$ cat src/rtl/div8_seq_pkg.sv
// Shared constants and state encoding for the sequential 8-bit divider.
package div8_seq_pkg;
  localparam int DATA_W = 8;
  localparam int ITERS  = 8;

  typedef enum logic [1:0] {
    IDLE = 2'd0,
    RUN  = 2'd1,
    DONE = 2'd2
  } state_t;
endpackage

$ cat src/rtl/div8_seq_sub8.sv
// 8-bit unsigned subtractor with borrow in/out; the divider's only subtractor.
module sub8 (
  input  logic [7:0] a,
  input  logic [7:0] b,
  input  logic       bin,
  output logic [7:0] diff,
  output logic       bout
);
  logic [8:0] full;

  assign full = {1'b0, a} - {1'b0, b} - {8'd0, bin};
  assign diff = full[7:0];
  assign bout = full[8];
endmodule

$ cat src/rtl/div8_seq.sv
// Sequential restoring divider: 8 RUN cycles, one quotient bit per cycle, MSB first.
// Handshake: start is accepted only in IDLE; done pulses for one cycle with valid results.
module div8_seq
  import div8_seq_pkg::*;
(
  input  logic                clk,
  input  logic                rst,
  input  logic                start,
  input  logic [DATA_W-1:0]   dividend,
  input  logic [DATA_W-1:0]   divisor,
  output logic                busy,
  output logic                done,
  output logic [DATA_W-1:0]   quotient,
  output logic [DATA_W-1:0]   remainder,
  output logic                div_by_zero
);
  state_t            state_q, state_d;
  logic [2:0]        cnt_q;
  logic [DATA_W-1:0] r_work, q_work, dvsr;

  logic [DATA_W:0]   p;
  logic [DATA_W-1:0] sub_diff, r_next, q_next;
  logic              sub_bout, take;

  // q_work starts as the dividend; its MSB feeds each step while quotient bits shift in at the LSB.
  assign p = {r_work, q_work[DATA_W-1]};

  sub8 u_sub8 (
    .a    (p[DATA_W-1:0]),
    .b    (dvsr),
    .bin  (1'b0),
    .diff (sub_diff),
    .bout (sub_bout)
  );

  assign take   = p[DATA_W] | ~sub_bout;
  assign r_next = take ? sub_diff : p[DATA_W-1:0];
  assign q_next = {q_work[DATA_W-2:0], take};

  always_comb begin
    state_d = state_q;
    case (state_q)
      IDLE: if (start) state_d = (divisor != '0) ? RUN : DONE;
      RUN:  if (cnt_q == 3'(ITERS - 1)) state_d = DONE;
      DONE: state_d = IDLE;
      default: state_d = IDLE;
    endcase
  end

  assign busy = (state_q != IDLE);
  assign done = (state_q == DONE);

  always_ff @(posedge clk) begin
    if (rst) begin
      state_q     <= IDLE;
      cnt_q       <= '0;
      r_work      <= '0;
      q_work      <= '0;
      dvsr        <= '0;
      quotient    <= '0;
      remainder   <= '0;
      div_by_zero <= 1'b0;
    end else begin
      state_q <= state_d;
      case (state_q)
        IDLE: begin
          if (start) begin
            cnt_q       <= '0;
            r_work      <= '0;
            q_work      <= dividend;
            dvsr        <= divisor;
            div_by_zero <= 1'b0;
            // Zero divisor skips RUN entirely and publishes the saturated result now.
            if (divisor == '0) begin
              quotient    <= '1;
              remainder   <= dividend;
              div_by_zero <= 1'b1;
            end
          end
        end
        RUN: begin
          cnt_q  <= cnt_q + 3'd1;
          r_work <= r_next;
          q_work <= q_next;
          if (cnt_q == 3'(ITERS - 1)) begin
            quotient  <= q_next;
            remainder <= r_next;
          end
        end
        default: ;
      endcase
    end
  end
endmodule

$ cat config.mk
export PLATFORM = sky130hd
export DESIGN_NAME = div8_seq
export DESIGN_NICKNAME = d
export VERILOG_FILES = /design/src/rtl/div8_seq_pkg.sv /design/src/rtl/div8_seq_sub8.sv /design/src/rtl/div8_seq.sv
export SDC_FILE = /design/constraint.sdc
export NUM_CORES = 1
export LEC_CHECK = 0
export ABC_AREA = 1
export BUFFER_PORTS_ARGS = -buffer_cell sky130_fd_sc_hd__buf_2
export CORE_MARGIN = 2
export CORE_UTILIZATION = 50
export CTS_CLUSTER_SIZE = 12
export DETAILED_ROUTE_END_ITERATION = 7
export PLACE_DENSITY = 0.79
export SETUP_SLACK_MARGIN = 0.3
export SYNTH_ARGS = -nofsm -noshare
export SYNTH_HDL_FRONTEND = slang
export SYNTH_SLANG_ARGS = --single-unit
$ cat constraint.sdc
create_clock -name clk -period 1.85 [get_ports clk]
set_input_delay 0.0925 -clock clk [delete_from_list [all_inputs] [get_ports clk]]
set_output_delay 0.0925 -clock clk [all_outputs]
set_load 0.1 [all_outputs]
==> run_results.csv <==
group,metric,value,unit
drt,viasPerCell,5.35,
cts,cts_tree,"done",
cts,cts_buffers,5,
drt,totalWireLength,6480,um
cells_and_area,antenna_cells,0,
timing,layout_setup_ws,0.0598,ns
place,port_buffers,37,
critical_path,crit_arrival,2.06,ns
synth,seq_area_frac_synth,38.9,%
drt,drt_pre_antenna_iters,5,
grt,grt_pass1_wl,10400,um
floorplanning,dieArea,5300,um^2
timing,period_share,96.8,%
cells_and_area,seqCellArea,927,um^2
timing,finalHoldViolations,0,
cts,numClockSinks,46,
place,gp_congestion,0.888,
synth,synthTopCellsByArea,"dfxtp_1 (39%), nand2_1 (16%), inv_1 (7.1%), a21oi_1 (6.3%), nand3_1 (6.1%)",
cells_and_area,nNetsFinal,443,
timing,rsz0062_at_grt,"true",
synth,synth_top_area_share,38.9,%
drt,via_count,2506,
cells_and_area,n_fill_cell,388,
synth,synth_common_cells,"nand2_1 (99), dfxtp_1 (46), inv_1 (45)",
floorplanning,core,4630,um^2
critical_path,cp-end-kind,"flop",
drt,route.detailed.drc,0,
cts,clockBufferDepth,2,
cells_and_area,multiInputGateArea,1400,um^2
timing,worst_pin_slew,0.516,ns
timing,maxSlewViolCount,0,
critical_path,crit_path_start_kind,"flop",
place,dp_slack,-0.0380,ns
power_and_ir_drop,power_leakage,1.55,nW
grt,gr-total-overflow,0,
timing,clock-skew-final,0.00604,ns
drt,dr.first_iter.drc_count,135,
synth,synth-edff-count,0,
synth,yosys_most_used_dff,"dfxtp_1",
place,place_inst,448,
synth,synth_top_area_cell,"dfxtp_1",
timing,finalSetupViolations,0,
power_and_ir_drop,power,2.79,mW
synth,synth.most_common_cell,"nand2_1",
synth,yosysUniqueCellTypes,27,
critical_path,required,2.12,ns
job,maxCapViolCount,0,
cells_and_area,stdcell_count,468,
synth,syn_nets,385,
grt,grt_start_max_net_pins,24,
power_and_ir_drop,power_density,913,nW/um^2
critical_path,criticalPathCategory,"flop to flop",
grt,track_usage,25.4,%
timing,slew_headroom,65.6,%
grt,antenna_found_initial,0,
cts,htreeDepth,2,
cells_and_area,syn_to_final_growth,29.1,%
synth,synthesis.area,2370,um^2
timing,min_period,1.79,ns
power_and_ir_drop,ir_drop,0.401,mV
floorplanning,num_io_pins,38,
floorplanning,die_y,72.8,um
grt,grt_pass1_vias,2364,
cts,cts_hold_buf,0,
cts,cts.clk_slew.worst_paths,0.10,ns
cts,cts_root_buf,"clkbuf_8",
critical_path,crit_path_max_fanout,8,
worst_hold_path,hold_class,"input pin to flop",
floorplanning,num_rows,25,
cts,insertion_delay,0.32,ns
synth,async_reset_ff_share,0,%
synth,synthCells,355,
outcome,status,"finished, final reports clean",
synth,syn_avg_cell_area,6.67,um^2
drt,ant_nets,0,
floorplanning,fp.dieW,72.8,um
timing,max_clock_freq,559,MHz
place,dp_hpwl,4430,um
synth,synth_seq_cells,46,
cells_and_area,drive_gt1_share,30.0,%
floorplanning,initial_core_util,51.2,%
cells_and_area,final_util,66.1,%
drt,wl_per_cell,13.8,um
synth,synth_warnings,0,
[report_power, final]
| part | leakage (nW) | internal, mW | switching, mW | total [mW] |
|---|---|---|---|---|
| logic | 1.13 | 0.327 | 0.670 | 0.997 |
| registers | 0.379 | 1.07 | 0.0605 | 1.13 |
| clock network | 0.0408 | 0.271 | 0.389 | 0.659 |
| total | 1.55 | 1.67 | 1.12 | 2.79 |
[registers in the layout (all words and copies together) (netlist names)]
| signal | cells |
|---|---|
| q_work | 8 |
| cnt_q | 3 |
| remainder | 8 |
| state_q | 2 |
| dvsr | 8 |
| r_work | 8 |
| div_by_zero | 1 |
| quotient | 8 |
[layout by cell type, fill, tap and decap left out, types with 12 or more instances in the layout]
master   instances
buf_2           37
a21oi_1         28
nand3_2         12
dfxtp_1         41
nand2_1         88
inv_1           41
o21ai_0         23
buf_4           22
nand2_2         12
nand3_1         17
nor2_1          32
[cells by family (layout without fill, tap and decap cells)]
family	after synthesis	after routing	synth area share [%]
simple gates	168	169	29.3
compound gates	66	66	14.6
buf+inv	62	120	10.3
flops	46	46	38.9
fa+ha+maj	11	11	6.13
xor+xnor	2	2	0.740
[timing repair]
action	in CTS	in global routing
pin swaps	9	8
cloned	2	0
endpoints found under the setup margin	25	26
resized for setup	22	21
setup buffers	6	4
[layout make-up]
class | instances | share of cell area (%)
clock buffer | 5 | 2.25
clock inverter | 3 | 0.777
inverter | 50 | 6.30
multi-input combinational | 248 | 45.7
sequential | 46 | 30.3
tap | 54 | 2.21
timing repair buffer | 61 | 12.2
timing repair inverter | 1 | 0.245
[worst max-delay path, stage by stage, from the launching register on]
cell and delay, ns:
dfxtp_2 0.33, inv_2 0.05, ha_4 0.13, inv_4 0.03
fa_2 0.33, nand2_1 0.08, nand2_2 0.06, nand3_2 0.08
nand3_4 0.14, nor2_4 0.20, nand2_1 0.12, nand3_2 0.09
nand2_2 0.05, inv_1 0.04
[stage by stage]
step	hold slack (ns)	setup TNS, ns	area, um^2
final	0.0463	0	3060
after global routing	0.0570	-0.0486	3060
after CTS	0.0525	0	2930
after detailed placement	0.380	-0.0822	2700
after global placement	0.380	0	2700
after floorplan	0.246	0	2390
[layer usage]
| layer | wire [um] | part of all wire, % | GRT usage (%) |
|---|---|---|---|
| met1 | 2700 | 42 | 27.8 |
| met3 | 318 | 4.9 | 5.94 |
| met5 | 0 | 0 | 0 |
| met4 | 158 | 2.4 | 12.1 |
| met2 | 3310 | 51 | 45.9 |
[final timing paths]
path | startpoint | end | slack [ns] | cells after the start
hold / removal | dividend[3] | q_work[3] | 0.05 | 3
hold reg to reg | cnt_q[0] | cnt_q[0] | 0.45 | 1
setup / recovery | q_work[7] | remainder[5] | 0.06 | 13
setup reg to reg | q_work[7] | remainder[5] | 0.06 | 13
Note: power is estimated with default switching activity, not from simulation.
